File: src/rtl/parking_slot_tracker.sv
// Eight-slot parking tracker: allocates the lowest free slot to each entering car and drives the entry gate.
// Optional macro PARKING_EXIT_CHECK_EN adds a sticky err flag for exits to slots that are already free.
module parking_slot_tracker #(
    parameter int GATE_CYCLES = 4
) (
    input  logic       clk,
    input  logic       rst,
    input  logic       enter_req,
    input  logic       exit_valid,
    input  logic [2:0] exit_slot,
    output logic [7:0] capacity,
    output logic [2:0] assigned_slot,
    output logic       enter_ack,
    output logic       gate_open,
    output logic       full,
    output logic       err
);

    typedef enum logic [1:0] {
        IDLE,
        ASSIGN,
        GATE,
        WAIT_CLEAR
    } state_t;

    localparam logic [7:0] GATE_LOAD = 8'(GATE_CYCLES);

    state_t     state;
    logic [7:0] gate_cnt;
    logic [2:0] pick_slot;
    logic [7:0] exit_mask;
    logic [7:0] pick_mask;
    logic [7:0] cap_next;

    function automatic logic [2:0] lowest_free(input logic [7:0] map);
        logic [2:0] idx;
        idx = 3'd0;
        for (int i = 7; i >= 0; i--) begin
            if (map[i]) idx = 3'(i);
        end
        return idx;
    endfunction

    // Exit sets its bit first, then the ASSIGN clear wins; a colliding exit can only target a free slot.
    always_comb begin
        pick_slot = lowest_free(capacity);
        exit_mask = exit_valid ? (8'd1 << exit_slot) : 8'd0;
        pick_mask = (state == ASSIGN) ? (8'd1 << pick_slot) : 8'd0;
        cap_next  = (capacity | exit_mask) & ~pick_mask;
    end

    assign full = (capacity == 8'h00);

    always_ff @(posedge clk) begin
        if (rst) begin
            state         <= IDLE;
            capacity      <= 8'hFF;
            assigned_slot <= 3'd0;
            enter_ack     <= 1'b0;
            gate_open     <= 1'b0;
            gate_cnt      <= 8'd0;
        end else begin
            capacity  <= cap_next;
            enter_ack <= 1'b0;
            case (state)
                IDLE: begin
                    if (enter_req && (capacity != 8'h00)) state <= ASSIGN;
                end
                ASSIGN: begin
                    assigned_slot <= pick_slot;
                    enter_ack     <= 1'b1;
                    gate_cnt      <= GATE_LOAD;
                    gate_open     <= 1'b1;
                    state         <= GATE;
                end
                GATE: begin
                    if (gate_cnt <= 8'd1) begin
                        gate_open <= 1'b0;
                        gate_cnt  <= 8'd0;
                        state     <= WAIT_CLEAR;
                    end else begin
                        gate_cnt <= gate_cnt - 8'd1;
                    end
                end
                WAIT_CLEAR: begin
                    if (!enter_req) state <= IDLE;
                end
                default: state <= IDLE;
            endcase
        end
    end

`ifdef PARKING_EXIT_CHECK_EN
    always_ff @(posedge clk) begin
        if (rst) begin
            err <= 1'b0;
        end else if (exit_valid && capacity[exit_slot]) begin
            err <= 1'b1;
        end
    end
`else
    assign err = 1'b0;
`endif

endmodule

File: config.mk
export PLATFORM = sky130hd
export DESIGN_NAME = parking_slot_tracker
export DESIGN_NICKNAME = d
export VERILOG_FILES = /design/src/rtl/parking_slot_tracker.sv
export SDC_FILE = /design/constraint.sdc
export NUM_CORES = 1
export LEC_CHECK = 0
export BUFFER_PORTS_ARGS = -buffer_cell sky130_fd_sc_hd__buf_2
export CORE_MARGIN = 2
export CORE_UTILIZATION = 30
export CTS_BUF_LIST = sky130_fd_sc_hd__clkbuf_4 sky130_fd_sc_hd__clkbuf_8
export DETAILED_ROUTE_END_ITERATION = 7
export PLACE_DENSITY_LB_ADDON = 0.2
export SETUP_SLACK_MARGIN = 0.15
export SYNTH_ARGS = -nofsm -noshare
export SYNTH_HDL_FRONTEND = slang
export SYNTH_SLANG_ARGS = --single-unit
File: constraint.sdc
create_clock -name clk -period 1.8 [get_ports clk]
set_input_delay 0.54 -clock clk [delete_from_list [all_inputs] [get_ports clk]]
set_output_delay 0.54 -clock clk [all_outputs]
set_load 0.005 [all_outputs]
* After elaboration in Yosys (flattened, before gate mapping)
Cells that the tools add are included.
** Storage, ports and cells
- Output and inout port bits :: 15
- Bits of input ports :: 7
- Logic and storage cells :: 45
- Bits in registers :: 23
** Operators by class
- Shifts and indexed selects :: 2
- $lt $le $gt $ge :: 1
- $add $sub $neg :: 1
- Muxes and demuxes :: 19
- Reductions and logical operators :: 7
- Equality and inequality tests :: 6
- Bitwise logic cells :: 3
** Operator list (count)
- $mux 3 :: 8
- $mux 8 :: 3
- $pmux 8 s2 :: 1
- $shl 1x3->8 const A :: 2
- $and 8x8->8 :: 1
- $le 8x1->1 const B :: 1
- $logic_not 8->1 :: 1
- $not 8->8 :: 1
- $or 8x8->8 :: 1
- $pmux 2 s4 :: 1
- $reduce_bool 8->1 :: 1
- $sub 8x1->8 const B :: 1
- $mux 2 :: 3
- $ne 2x2->1 const B :: 3
- $eq 2x2->1 const B :: 2
- $reduce_and 3->1 :: 1
- $eq 2x1->1 const B :: 1
- $logic_not 2->1 :: 1
- $mux 1 :: 2
- $pmux 1 s2 :: 1
- $reduce_and 2->1 :: 1
- $reduce_bool 2->1 :: 1
- $logic_and 1x1->1 :: 1

* Longest topological paths before layout
- Depth in word-level cells :: 12
- Depth in mapped cells :: 7
- Depth with buffers taken out :: 6

* Worst setup path before layout
No wires, ideal clock.
- Path kind :: register to register
- Start :: register state[0]
- End :: register gate_cnt[5]
- Library setup time :: 0.119 ns
- Period minus slack after synthesis :: 1.686 ns
- Arrival :: 1.567 ns
- Stages on the path, launching flop included :: 8
- Path slack :: 0.114 ns
- Path buffers :: 1
- Path through :: dfxtp_1 inv_1 ha_1 buf_2 nor4b_1 nand2_1 xor2_1 nor2_1
** On the way
- Cells in the longest elaborated chain, start to end :: 2
- Elaborated cells on any way between the ends :: 4
** RTL lines
- start: declaration :: line 28 : state_t state;
- start signal: assignment :: line 56 : state <= IDLE;
- start signal: assignment :: line 67 : if (enter_req && (capacity != 8'h00)) state <= ASSIGN;
- start signal: assignment :: line 74 : state <= GATE;
- $eq 2x2->1 or $eq 2x1->1 (tied branches) :: line 65 : case (state)
- $pmux 8 s2 or $reduce_bool 2->1 (tied branches)
- end signal: assignment :: line 82 : gate_cnt <= gate_cnt - 8'd1;
- end: declaration :: line 29 : logic [7:0] gate_cnt;
Several ways; a longest one is shown, not always the timed one.
A chain may end at the register's enable or synchronous reset.

* Final worst setup path
- Start :: register capacity[2]
- End :: output port full
** On the way
- Cells in the longest elaborated chain, start to end :: 1
** RTL lines
- start: declaration :: line 11 : output logic [7:0] capacity,
- start signal: assignment :: line 63 : capacity <= cap_next;
- $logic_not 8->1 :: line 52 : assign full = (capacity == 8'h00);
- end: declaration :: line 15 : output logic full,
Every way passes these cells.

==> impl_results.md <==
- Layout Area Growth over Synthesis: 26.6%
- Violated checks: negative setup slack
- Post-synthesis adder-cell area fraction: 0.0617
- First DRT Iteration DRCs: 104
- Status: complete, but fails checks
- R2R depth: 6
- Post-route minimum period: 1890 ps
- CTS Buf Count: 3
- Max Cap Violations: 0
- Yosys cell types: 43
- Worst Setup End Kind: output pin
- Critical path type: reg2out
- CTS tree: done
- Avg Vias per Cell: 4.98
- Post-synthesis sequential area ratio: 0.379
- Pwr/cell area: 1340 nW/um^2
- Initial Utilization: 0.308
- Max Slew Vio Count: 0
- CP cell instances: or4_4 > nor2_2 > buf_2
- Area post-placement: 1400 um^2
- Synth area leaders: dfxtp_1 38%, nor2_1 6.5%, ha_1 6.2%
- Final clock skew: 10.2 ps
- Syn_nets: 150
- I/O Buffers: 20
- Drt wl/cell: 13.2 um
- RSZ-0062 raised after global routing: true
- Synth top area share: 0.379
- # rows: 23
- Clock slew at reported path FFs: 90 ps
- Fin. Hold Viols: 0
- CTS hold repair buffers: 0
- Share of synthesized area spent on multiplexers: 0.0247
- Crit-path slowest cell: or4_4
- Syn_area_per_cell: 8.88 um^2
- Remaining antenna violation count: 0
- Xor/xnor share of the synthesized area: 0.0432
- Ys Warns: 0
- Final worst slack: -89.9 ps
- FMAX: 529 MHz
- Syn Inst Count: 137
- Largest net degree at the start of global routing: 17
- Startpoint Class: register
- Gr ovfl total: 0
- Ys flop type: dfxtp_1
- Most frequent cells in the layout: 20 x nor2_1, 20 x buf_2, 16 x dfxtp_1
- N_diodes: 0
- Pre-CTS WS: 116 ps
- Critical-path maximum fanout: 2
- H-tree depth: 1
- Fin nets: 179
- Hold Worst Slack: 460 ps
- Largest family of logic cells by synthesized area: simple AND/OR/NAND/NOR gates
- Initial antenna violation count: 0
- Chip width: 67.7 um
- HP Class: in2reg
- Worst EP required: 1260 ps
- Setup Viol. Count Final: 1
- Synth Area in Simple Gates: 0.258
- Hpwl dp: 2090 um
- Compound-cell area share of the yosys netlist: 0.177
- P_leak: 0.000598 uW
- Tot Pwr: 2070 uW
- Final Wtd Congestion: 0.893
- First-pass GRT wire length: 4240 um
- Layout cells sized above 1: 0.345
- Flops & latches, synth: 23
- Maximum vdd ir drop: 0.643 mV
- Vias in the first global route: 941
- Area leader, netlist: dfxtp_1
- Cell Area, Synth: 1220 um^2
- DR pass1 iterations: 4
- WP data arrival: 1350 ps
- Hold path cells: 2
- Final Cell Area: 1540 um^2
- Root buf cell: clkbuf_8
- Final WL: 2840 um
- CTS max path bufs: 2
- Post-synth EDFFs: 0
- Final period util: 1.05
- Total global-route track usage: 0.123
- CTS sink cnt: 23
- # IOs: 22
- Chip height: 67.7 um
- Routed vias: 1071
- Fraction of registers with async set/reset: 0
- Die ar.: 4580 um^2
- Core area: 3940 um^2
- Critical path's largest stage delay: 540 ps
- Detailed-route DRC error count: 0
- Worst-Skew Late Latency: 270 ps
==> cells by family after synthesis <==
group / after synthesis
xor+xnor: 6
simple gates: 57
fa+ha+maj: 6
other cells: 1
mux: 3
compound gates: 28
flops: 23
buf+inv: 13
==> cells in the mapped netlist, drive strengths merged (2+ instances only) <==
cell     n
a21o     2
nor3b    2
nor4b    2
nor2b    3
nand4b   2
clkbuf   2
o31ai    2
nor4bb   2
nor4     2
xnor2    4
nor2    21
or4      2
a21oi    6
dfxtp   23
nand2   10
o32a     3
nand2b   5
o21ai    3
ha       6
xor2     2
buf      4
inv      7
nor3     3
mux2i    3
o22ai    2
o31a     2
==> metrics by stage <==
stage	std cells	TNS, ps	util
2_1_floorplan	137	0	-
3_3_place_gp	208	0	0.355
3_5_place_dp	208	0	0.355
4_1_cts	214	-105	0.376
5_1_grt	215	-128	0.391
6_report	215	-89.9	0.391
==> worst paths after layout <==
check                                                   start                            end  slack (ps)
worst max-delay path                   capacity[2]$_SDFF_PP1_                           full         -90
worst min-delay path                                      rst           enter_ack$_SDFF_PP0_         460
worst max register to register         capacity[2]$_SDFF_PP1_         capacity[6]$_SDFF_PP1_         190
worst min register to register  assigned_slot[2]$_SDFFE_PP0P_  assigned_slot[2]$_SDFFE_PP0P_         480
==> metal layers <==
metal	GRT usage	vias up	part of all wire
met1	0.143	512	0.42
met4	0.0459	0	0.0060
met3	0.0200	2	0.041
li1	-	537	-
met5	0	-	0
met2	0.224	20	0.53
==> critical path, delay by kind of cell, from the launching register on <==
family / cells / cell delay, ps
buf+inv: 1 / 110
simple gates: 2 / 650
flops: 1 / 320
==> cell type report <==
type | count | area, um^2
inverters | 7 | 26.3
repair buffers | 30 | 175
multi-input cells | 101 | 756
fillers | 401 | 2400
clock buffers | 3 | 41.3
clock inverters | 1 | 5.00
well taps | 50 | 62.6
flip-flops and latches | 23 | 474
==> power breakdown <==
group	switching (uW)	internal, uW
sequential	129	634
clock	169	154
combinational	503	481
==> flip-flops by register name (all words and copies together) (netlist names) <==
name           cells
capacity           8
enter_ack          1
gate_open          1
assigned_slot      3
gate_cnt           8
state              2
==> repair_timing <==
action / CTS / global route
endpoints found under the setup margin: 2 / 10
gates resized for setup: 8 / 13
pin swaps: 5 / 7
buffers inserted: 2 / 1
(Power assumes the default switching activity.)
